[config.mk]
export PLATFORM = sky130hd
export DESIGN_NAME = pc_unit
export DESIGN_NICKNAME = d
export VERILOG_FILES = /design/src/rtl/pc_unit.sv
export SDC_FILE = /design/constraint.sdc
export NUM_CORES = 1
export LEC_CHECK = 0
export ABC_AREA = 1
export BUFFER_PORTS_ARGS = -buffer_cell sky130_fd_sc_hd__buf_4
export CAP_MARGIN = 20
export CELL_PAD_IN_SITES_DETAIL_PLACEMENT = 2
export CELL_PAD_IN_SITES_GLOBAL_PLACEMENT = 2
export CORE_ASPECT_RATIO = 1.5
export CORE_MARGIN = 2
export CORE_UTILIZATION = 28
export CTS_BUF_LIST = sky130_fd_sc_hd__clkbuf_16
export DETAILED_ROUTE_END_ITERATION = 10
export PLACE_DENSITY_LB_ADDON = 0.1
export SLEW_MARGIN = 20
export SYNTH_ARGS = -nofsm -noshare
export SYNTH_HDL_FRONTEND = slang
export SYNTH_SLANG_ARGS = --single-unit
[constraint.sdc]
create_clock -name clk -period 2.22 [get_ports clk]
set_clock_uncertainty 0.1 [all_clocks]
set_input_delay 0.555 -clock clk [delete_from_list [all_inputs] [get_ports clk]]
set_output_delay 0.555 -clock clk [all_outputs]
set_load 0.02 [all_outputs]
[src/rtl/pc_unit.sv]
// Fetch-stage program counter with trap/redirect/stall priority and a small
// circular return-address stack that predicts return targets.
module pc_unit #(
    parameter int              XLEN         = 32,
    parameter logic [XLEN-1:0] RESET_VECTOR = '0,
    parameter int              RAS_DEPTH    = 4
) (
    input  logic                         clk,
    input  logic                         reset,
    input  logic                         stall,
    input  logic                         redirect,
    input  logic [XLEN-1:0]              redirect_target,
    input  logic                         trap,
    input  logic [XLEN-1:0]              trap_vector,
    input  logic                         call,
    input  logic                         ret,
    output logic [XLEN-1:0]              pc,
    output logic [XLEN-1:0]              pc_plus4,
    output logic                         misaligned_err,
    output logic [$clog2(RAS_DEPTH):0]   ras_count
);
    localparam int PTR_W = $clog2(RAS_DEPTH);
    localparam int CNT_W = PTR_W + 1;

    logic [XLEN-1:0]  pc_q, pc_d;
    logic             err_q, err_d;
    logic [PTR_W-1:0] top_q, top_d, top_inc, top_dec;
    logic [CNT_W-1:0] count_q, count_d;
    logic [XLEN-1:0]  ras_q [RAS_DEPTH];
    logic [XLEN-1:0]  ras_d [RAS_DEPTH];

    assign pc_plus4       = pc_q + XLEN'(4);
    assign pc             = pc_q;
    assign misaligned_err = err_q;
    assign ras_count      = count_q;

    // Pointer arithmetic wraps naturally because RAS_DEPTH is a power of two.
    assign top_inc = top_q + PTR_W'(1);
    assign top_dec = top_q - PTR_W'(1);

    always_comb begin
        pc_d    = pc_q;
        err_d   = 1'b0;
        top_d   = top_q;
        count_d = count_q;
        ras_d   = ras_q;
        if (trap) begin
            pc_d = trap_vector & ~XLEN'(3);
        end else if (redirect) begin
            if (redirect_target[1:0] == 2'b00) pc_d = redirect_target;
            else                                err_d = 1'b1;
        end else if (!stall) begin
            pc_d = pc_plus4;
            if (ret && count_q != '0) pc_d = ras_q[top_q];
            if (call && ret) begin
                // Return followed by a call: the popped slot is reused in place.
                ras_d[top_q] = pc_plus4;
                if (count_q == '0) count_d = CNT_W'(1);
            end else if (call) begin
                ras_d[top_inc] = pc_plus4;
                top_d          = top_inc;
                if (count_q != CNT_W'(RAS_DEPTH)) count_d = count_q + CNT_W'(1);
            end else if (ret && count_q != '0) begin
                top_d   = top_dec;
                count_d = count_q - CNT_W'(1);
            end
        end
    end

    always_ff @(posedge clk) begin
        if (!reset) begin
            pc_q    <= RESET_VECTOR;
            err_q   <= 1'b0;
            top_q   <= '0;
            count_q <= '0;
            for (int i = 0; i < RAS_DEPTH; i++) ras_q[i] <= '0;
        end else begin
            pc_q    <= pc_d;
            err_q   <= err_d;
            top_q   <= top_d;
            count_q <= count_d;
            ras_q   <= ras_d;
        end
    end
endmodule

==> impl_results.md, run 1 <==
- Status: finished with violations
- Failing checks: setup timing
- Die area: 33500 um2
- Final #Nets: between 1500 and 2000
- RSZ-0062 raised after global routing: true
- Largest cells by area after synthesis: dfxtp_1 37%, nand2_1 12%, nor2_1 9.5%
- I/O Pins: roughly 140
- Port buffer count: roughly 140
- DRT iter0 DRCs: 410
- Vias per inst: just over 5
- Multiplexer area fraction after synthesis: 0%
- Area share of the largest cell type after synthesis: between 30% and 40%
- Final Cycle Share: 119%
- Syn_area_per_cell: roughly 6.4 um2
- Vert. Die Dim: 223 um
- Worst-Skew Late Latency: approximately 0.47 ns
- WL/cell: 23.1 um
- Post-synth EDFFs: 0
- Mapped Area: around 9000 um2
- Crit path capture type: primary output
- Peak fanout along the critical path: 3
- First-pass DRT Iterations: 5
- Ant diodes: 0
- First-pass GRT wire length: between 60000 and 70000 um
- Synth Instances: 1405
- Type of the tightest min-delay check: in2reg
- P per Cell Area: 596 nW/um2
- Yosys warns: 0
- Cell taking the most area after synthesis: dfxtp_1
- Max-slew headroom: between 60% and 70%
- Placeable Area: roughly 32000 um2
- Largest net degree at the start of global routing: between 80 and 90
- Vias in the first global route: 11600
- Area delta synth->final: 48.9%
- Count leader, synth: nand2_1
- Final Instance Area: approximately 13000 um2
- Post-layout util: ~42%
- Final Critical Period: between 2 and 3 ns
- Post-detail-place hpwl: 31500 um
- Slowest cell delay on critical path: roughly 0.39 ns
- Adder-Cell Fraction of Synth Area: 1.20%
- Pre-CTS setup slack: -0.151 ns
- TritonCTS Buffers: 17
- Clock Pin Slew Worst Setup and Hold Paths: about 0.070 ns
- FF+latch count, synth: 166
- Synth Flop Type: dfxtp_1
- WP data arrival: roughly 2 ns
- Critical-path top delay cell: dfxtp_2
- Row count: 80
- Async S/R FF share, synth: 0%
- Netlist cell types: 37
- Total grt overflow: 0
- Num Clock Sinks: ~170
- Final wirelength: between 40000 and 50000 um
- Cells on Worst Hold Path: 3
- Htree depth: 4
- Post-DRT Antenna Nets: 0
- Final setup fails: 31
- Crit Path Class: reg2out
- Initial antenna violation count: 0
- Largest family of logic cells by synthesized area: simple AND/OR/NAND/NOR gates
- All-Layer GR Usage: between 20% and 30%
- Power Total: approximately 0.0080 W
- Clock tree from TritonCTS: built
- Final Max Tran Viols: 0
- Final Hold Vio Count: 0
- Final RePlAce weighted congestion: between 0.8 and 0.9
- Via Count: approximately 11000
- Static leakage: between 6 and 7 nW
- CP most frequent cell: nand2_1
- Startpoint Class: register
- Synth top cells by count: 275 x nand2_1, 227 x nor2_1, 166 x dfxtp_1
- Ratio of cells with drive above 1 in the final layout: roughly a third
- Final WS setup: -0.424 ns
- Synth Area in Compound Gates: approximately 22%
- Worst Path Required: roughly 1.6 ns
- Slew at the pin closest to its max-slew limit: between 0.4 and 0.5 ns
- Root Buffer: clkbuf_16
- Worst-case clock buffer depth: 2
- Number of fill cells: about 3700
- VDD IR-drop max: about 0.6 mV
- Max Fclk: between 0.3 and 0.4 GHz
- Initial cell density of the core: around 28%
- Die W: 150 um
- Hold-fix buffers, CTS: 0
- Post-DP Area: between 10000 and 15000 um2
- Max cap viols: 0
- FF-to-FF path depth: 15
- Crit-path cells: nand2_1, buf_4, nor2_1, nand2_1, nor2_4, nand2_1, nand2_2, nand2_4, inv_2, buf_6
- Simple-gate share of the synthesized area: approximately a quarter
- Syn nets: approximately 1500
- Detailed-route DRC error count: 0
- XOR/XNOR Fraction of Synth Area: 1.34%
- Seq/Total Area, Yosys: between 30% and 40%
==> cells in the final DEF, fill, tap and decap left out, types with 14 or more instances in the layout <==
cell,netlist,routed
inv_1,163,153
nor2_1,227,200
a31oi_1,18,18
o21ai_0,156,147
buf_6,5,54
o21ai_1,32,35
nand2_2,5,40
clkbuf_16,0,17
buf_12,0,18
nand2_1,275,226
dfxtp_1,166,141
nand2_4,0,14
dfxtp_2,0,16
nand3_1,56,42
nor2_4,4,23
a21oi_1,145,141
buf_4,11,270
==> worst max-delay path, delay by kind of cell, from the launching register on <==
| family | cells | cell delay (ns) |
|---|---|---|
| DFF | 1 | 0.39 |
| and+or+nand+nor | 7 | 0.80 |
| buffers and inverters | 3 | 0.33 |
==> repair_timing <==
action                                  in CTS  in global routing
pin swaps                                   42                 52
endpoints found under the setup margin      29                 39
resized for setup                          170                 98
buffers inserted                            41                 22
endpoints found under the hold margin        0                  0
==> layer usage <==
layer / vias to the layer above / track usage, % / share of wire, % / routed length (um)
met5: - / 0 / 0 / 0
met4: 0 / 17.1 / 8.1 / 3950
met3: 133 / 3.29 / 2.6 / 1250
met2: 256 / 52.5 / 53 / 25700
met1: 5424 / 28.7 / 36 / 17700
li1: 5011 / - / - / -
==> per-stage QoR <==
| step | TNS (ns) | hold WS, ns | cells |
|---|---|---|---|
| after floorplan | 0 | 0.329 | 1405 |
| after global placement | -0.222 | 0.339 | 2011 |
| after detailed placement | -1.11 | 0.350 | 2011 |
| after CTS | -8.76 | 0.283 | 2084 |
| after global routing | -11.80 | 0.343 | 2101 |
| final | -9.45 | 0.291 | 2101 |
==> power breakdown <==
group          switching [W]  internal, W
sequential         0.0000971      0.00306
clock                0.00139      0.00164
combinational        0.00101     0.000744
==> flip-flops by register name (all words and copies together) (netlist names) <==
name,flops
ras_q,128
pc,32
ras_count,3
top_q,2
misaligned_err,1
==> path summary, 6_finish.rpt <==
check                               startpoint      endpoint  slack (ns)
worst max register to register           pc[3]        pc[13]       -0.03
worst min-delay path            trap_vector[4]         pc[4]        0.29
worst max-delay path                     pc[9]  pc_plus4[24]       -0.42
worst min register to register        ras_q[3]      ras_q[3]        0.36
==> layout make-up <==
| class | count | area [um2] | share of cell area, % |
|---|---|---|---|
| tap | 410 | 513 | 3.85 |
| timing repair buffer | 342 | 3000 | 22.5 |
| clock buffer | 17 | 425 | 3.19 |
| multi-input combinational | 978 | 5230 | 39.2 |
| inverter | 173 | 663 | 4.97 |
| sequential | 166 | 3380 | 25.3 |
| clock inverter | 15 | 136 | 1.02 |
==> logic make-up after synthesis <==
group / count (synthesis)
AND/OR/NAND/NOR: 586
AO/OA/AOI/OAI: 372
buffers and inverters: 261
flip-flops: 166
XOR/XNOR: 12
adder cells (fa/ha/maj): 8
No activity file was read; power rests on OpenSTA's default activity.
==> run 2, diff against run 1 <==
--- a/config.mk
+++ b/config.mk
@@ -10,11 +10,11 @@
 export CAP_MARGIN = 20
 export CELL_PAD_IN_SITES_DETAIL_PLACEMENT = 2
 export CELL_PAD_IN_SITES_GLOBAL_PLACEMENT = 2
-export CORE_ASPECT_RATIO = 1.5
 export CORE_MARGIN = 2
 export CORE_UTILIZATION = 28
 export CTS_BUF_LIST = sky130_fd_sc_hd__clkbuf_16
 export DETAILED_ROUTE_END_ITERATION = 10
+export HOLD_SLACK_MARGIN = 0.08
 export PLACE_DENSITY_LB_ADDON = 0.1
 export SLEW_MARGIN = 20
 export SYNTH_ARGS = -nofsm -noshare
==> impl_results.md, run 2 (synthesis results as in run 1) <==
- CP most frequent cell: buf_4
- Peak fanout along the critical path: 5
- Ant diodes: 0
- Port buffer count: 136
- Die area: 33400 um2
- Max reg flops: around 130
- Slowest cell delay on critical path: about 0.36 ns
- Status: finished with violations
- Final setup fails: 27
- Non-Filler Instances: 2057
- TritonCTS Buffers: 17
- Crit Path Class: reg2out
- Max Fclk: 0.372 GHz
- Initial cell density of the core: between 20 and 30%
- Placeable Area: about 32000 um2
- Met2 usage: 42.7%
- Type of the tightest min-delay check: in2reg
- All-Layer GR Usage: between 20% and 30%
- Worst-Skew Late Latency: about 0.45 ns
- Area delta synth->final: 44.9%
- Placed Cells: 1992
- Clock Pin Slew Worst Setup and Hold Paths: ~0.070 ns
- Max cap viols: 0
- Final Hold Vio Count: 0
- M1 GR Usage: 36.2%
- Via Count: roughly 11000
- Startpoint Class: register
- Row count: 65
- Busiest grt layer: met2
- Post-detail-place hpwl: between 30000 and 40000 um
- Clock tree from TritonCTS: built
- Worst Path Required: 1.56 ns
- Die W: between 150 and 200 um
- WP data arrival: 2.03 ns
- Htree depth: 4
- Top delay family on crit path: buffers and inverters
- RSZ-0062 raised after global routing: true
- Final WS setup: -0.465 ns
- Commonest non-fill, non-tap cells in the layout: 255 x buf_4, 218 x nand2_1, 195 x nor2_1, 154 x inv_1, 150 x o21ai_0
- Final #Nets: 1721
- Failing checks: setup timing
- Crit path buffers/inverters: 4
- Met3 usage: 3.59%
- Max-slew headroom: a little under three quarters
- First-pass GRT wire length: approximately 66000 um
- WL/cell: 22.2 um
- Final wirelength: 45600 um
- Initial antenna violation count: 1
- Most common cell after layout, fill and taps aside: buf_4
- Vias per inst: 5.12
- Root Buffer: clkbuf_16
- Crit path capture type: primary output
- Static leakage: between 5 and 6 nW
- VDD IR-drop max: 0.531 mV
- Post-layout util: 41.1%
- Pre-CTS setup slack: -0.167 ns
- Hold-fix buffers, CTS: 0
- DRT iter0 DRCs: ~610
- Detailed-route DRC error count: 0
- Number of fill cells: 3722
- I/O Pins: around 140
- Vias in the first global route: roughly 11000
- Final RePlAce weighted congestion: 0.802
- P per Cell Area: just over 600 nW/um2
- Final Cycle Share: 121%
- Largest net degree at the start of global routing: 65
- First-pass DRT Iterations: 5
- Slew at the pin closest to its max-slew limit: 0.427 ns
- Final Max Tran Viols: 0
- Crit-path cells: buf_6, nand3_2, nor2_4, nand2_2, xor2_1, buf_4, inv_1, buf_4
- Vert. Die Dim: 183 um
- Num Clock Sinks: roughly 170
- Worst-case clock buffer depth: 2
- Final Critical Period: roughly 2.7 ns
- Ratio of cells with drive above 1 in the final layout: between 30% and 40%
- Largest reg by FF count: ras_q
- Post-DRT Antenna Nets: 0
- Critical-path top delay cell: dfxtp_2
- Total grt overflow: 0
[run 2: cell count changes in the layout (fill, tap and decap cells not counted), moves of 5 or more]
cell,previous run,this run
buf_6,54,35
buf_4,270,255
nor2_1,200,195
nand2_2,40,48
nand2_1,226,218
[run 2: layout make-up]
cell class / count / area (um2) / share of cell area (%)
flip-flops and latches: 166 / 3390 / 26.1
clock buffers: 17 / 425 / 3.28
repair buffers: 306 / 2630 / 20.3
well taps: 402 / 503 / 3.88
multi-input cells: 978 / 5190 / 40.0
inverters: 173 / 663 / 5.11
clock inverters: 15 / 178 / 1.37
[run 2: power by group]
part           internal (W)  switching, W  total (W)
Clock               0.00178       0.00144    0.00322
Combinational      0.000669      0.000980    0.00165
Sequential          0.00306     0.0000914    0.00315
Total               0.00551       0.00252    0.00802
[run 2: repair_timing]
| action | CTS | global route |
|---|---|---|
| gates resized for setup | 163 | 91 |
| endpoints found under the setup margin | 29 | 31 |
| pin swaps | 38 | 37 |
| buffers inserted | 16 | 18 |
[run 2: layer usage]
metal,vias up,routed length (um)
met5,-,0
li1,4939,-
met4,0,918
met2,215,21200
met1,5332,21900
met3,55,1520
[run 2: path summary, 6_finish.rpt]
kind                                startpoint      endpoint  slack [ns]  cells after the start
worst max register to register           pc[2]        pc[12]        0.01                     10
worst min-delay path            trap_vector[7]         pc[7]        0.30                      3
worst min register to register       ras_q[69]     ras_q[69]        0.36                      2
worst max-delay path                     pc[3]  pc_plus4[11]       -0.47                      8
[run 2: metrics by stage]
step | power [W] | instance area [um2] | setup TNS, ns | hold slack [ns]
2_1_floorplan | 0.00383 | 8960 | 0 | 0.329
5_1_grt | 0.00830 | 13000 | -10.37 | 0.313
3_5_place_dp | 0.00462 | 11300 | -0.782 | 0.350
3_3_place_gp | 0.00459 | 11300 | -0.417 | 0.339
4_1_cts | 0.00793 | 12500 | -7.45 | 0.297
6_report | 0.00802 | 13000 | -8.50 | 0.303
[run 2: tightest hold or removal path, stage by stage]
cell	delay, ns
buf_4	0.07
o21ai_0	0.06
a21oi_1	0.12
==> run 3, diff against run 2 <==
--- a/config.mk
+++ b/config.mk
@@ -15,6 +15,7 @@
 export CTS_BUF_LIST = sky130_fd_sc_hd__clkbuf_16
 export DETAILED_ROUTE_END_ITERATION = 10
 export HOLD_SLACK_MARGIN = 0.08
+export MAX_ROUTING_LAYER = met4
 export PLACE_DENSITY_LB_ADDON = 0.1
 export SLEW_MARGIN = 20
 export SYNTH_ARGS = -nofsm -noshare
==> impl_results.md, run 3 (synthesis results as in run 1) <==
- Post-DRT Antenna Nets: 0
- Ratio of cells with drive above 1 in the final layout: 31.0%
- Final Max Tran Viols: 0
- Num Clock Sinks: around 170
- Status: finished with violations
- Max-slew headroom: 70.9%
- Vias per inst: 5.10
- Initial cell density of the core: between 20% and 30%
- Startpoint Class: register
- First-pass DRT Iterations: 5
- First-pass GRT wire length: 65600 um
- Power share of the clock group: about two fifths
- Die W: roughly 180 um
- Final RePlAce weighted congestion: around 0.82
- Die area: approximately 33000 um2
- Largest net degree at the start of global routing: 65
- Peak fanout along the critical path: 4
- Type of the tightest min-delay check: in2reg
- Worst Path Required: 1.56 ns
- RSZ-0062 raised after global routing: true
- Placeable Area: roughly 32000 um2
- Failing checks: setup timing
- RR Startpoint: pc[3]
- Ant diodes: 0
- Flop pwr share: between 30 and 40%
- Multi-input gate area: roughly 5200 um2
- Hold_ws: ~0.32 ns
- Via Count: ~10000
- Pint: about 0.0055 W
- Net Switching: 0.00249 W
- Static leakage: 5.93 nW
- Comb pwr share: about a fifth
- Slew at the pin closest to its max-slew limit: roughly 0.44 ns
- Number of fill cells: 3765
- TritonCTS Buffers: 17
- Most common cell after layout, fill and taps aside: buf_4
- Row count: 65
- Worst-Skew Late Latency: between 0.4 and 0.5 ns
- Worst-case clock buffer depth: 2
- Vert. Die Dim: 183 um
- Initial antenna violation count: 1
- Detailed-route DRC error count: 0
- Clock Pin Slew Worst Setup and Hold Paths: 0.07 ns
- Area delta synth->final: 44.6%
- Final setup fails: 28
- Final #Nets: approximately 1700
- VDD IR-drop max: 0.521 mV
- Root Buffer: clkbuf_16
- Final Critical Period: between 2 and 3 ns
- Max cap viols: 0
- Final WS setup: -0.469 ns
- Clock tree from TritonCTS: built
- Switch share: a little under a third
- Htree depth: 4
- Max Fclk: 0.372 GHz
- WL/cell: around 22 um
- P per Cell Area: about 620 nW/um2
- Commonest non-fill, non-tap cells in the layout: 254 x buf_4, 220 x nand2_1, 195 x nor2_1, 154 x inv_1, 150 x o21ai_0
- Total grt overflow: 0
- DRT iter0 DRCs: roughly 590
- Worst hold start: trap_vector[7]
- Seq. cell area: between 3000 and 4000 um2
- Crit path from: pc[3]
- All-Layer GR Usage: 26.6%
- Post-layout util: around two fifths
- Vias in the first global route: between 10000 and 15000
- Total Neg Setup Slack: -9.23 ns
- Port buffer count: between 100 and 150
- Pre-CTS setup slack: -0.167 ns
- Final Cycle Share: 121%
- Power Total: about 0.008 W
- Final Hold Vio Count: 0
- Post-detail-place hpwl: approximately 30000 um
- Largest reg by FF count: ras_q
- I/O Pins: 139
- Hold-fix buffers, CTS: 0
- WP data arrival: around 2.0 ns
- Max reg flops: about 130
- Final wirelength: around 46000 um
- Crit path capture type: primary output
- Crit Path Class: reg2out
[run 3: cell type report]
| type | count | area share [%] |
|---|---|---|
| inverter | 173 | 5.12 |
| multi-input combinational | 978 | 40.0 |
| tap | 402 | 3.89 |
| clock inverter | 15 | 1.37 |
| clock buffer | 17 | 3.29 |
| sequential | 166 | 26.2 |
| timing repair buffer | 304 | 20.2 |
[run 3: repair_timing]
item                       in CTS  in global routing
hold endpoints to repair        0                  0
setup buffers                  16                 16
resized for setup             163                 86
pin swaps                      38                 37
setup endpoints to repair      29                 31
[run 3: power by group through the flow]
stage	registers, W	logic [W]	clock network, W
after global routing	0.00316	0.00177	0.00337
final	0.00315	0.00165	0.00319
after floorplan	0.00326	0.000576	0
after global placement	0.00319	0.00140	0
after detailed placement	0.00319	0.00143	0
after CTS	0.00314	0.00154	0.00325
[run 3: critical path, cell delays in order (launching register included)]
cell and delay, ns:
dfxtp_2 0.37, ha_4 0.17, nand2_4 0.06, nor2_4 0.19, nand3_4 0.25, inv_4 0.14
nand2_2 0.07, nand2_2 0.08, and2_4 0.15, buf_6 0.11
[run 3: worst paths after layout]
check                      end  cells past startpoint  slack [ns]
setup / recovery  pc_plus4[28]                      9       -0.47
hold / removal           pc[7]                      3        0.32
setup reg to reg        pc[20]                     12       -0.03
hold reg to reg      ras_q[69]                      2        0.36
[run 3: metrics by stage]
step	instances	instance area, um2
2_1_floorplan	1405	8960
3_3_place_gp	1992	11300
3_5_place_dp	1992	11300
4_1_cts	2040	12500
5_1_grt	2055	12900
6_report	2055	12900
[run 3: metal layers]
metal / share of wire, % / wire length (um) / GRT usage [%]
met2: 47 / 21700 / 42.8
met1: 48 / 22200 / 36.1
met4: 1.7 / 771 / 5.31
met3: 3.0 / 1370 / 3.57
met5: 0 / 0 / -
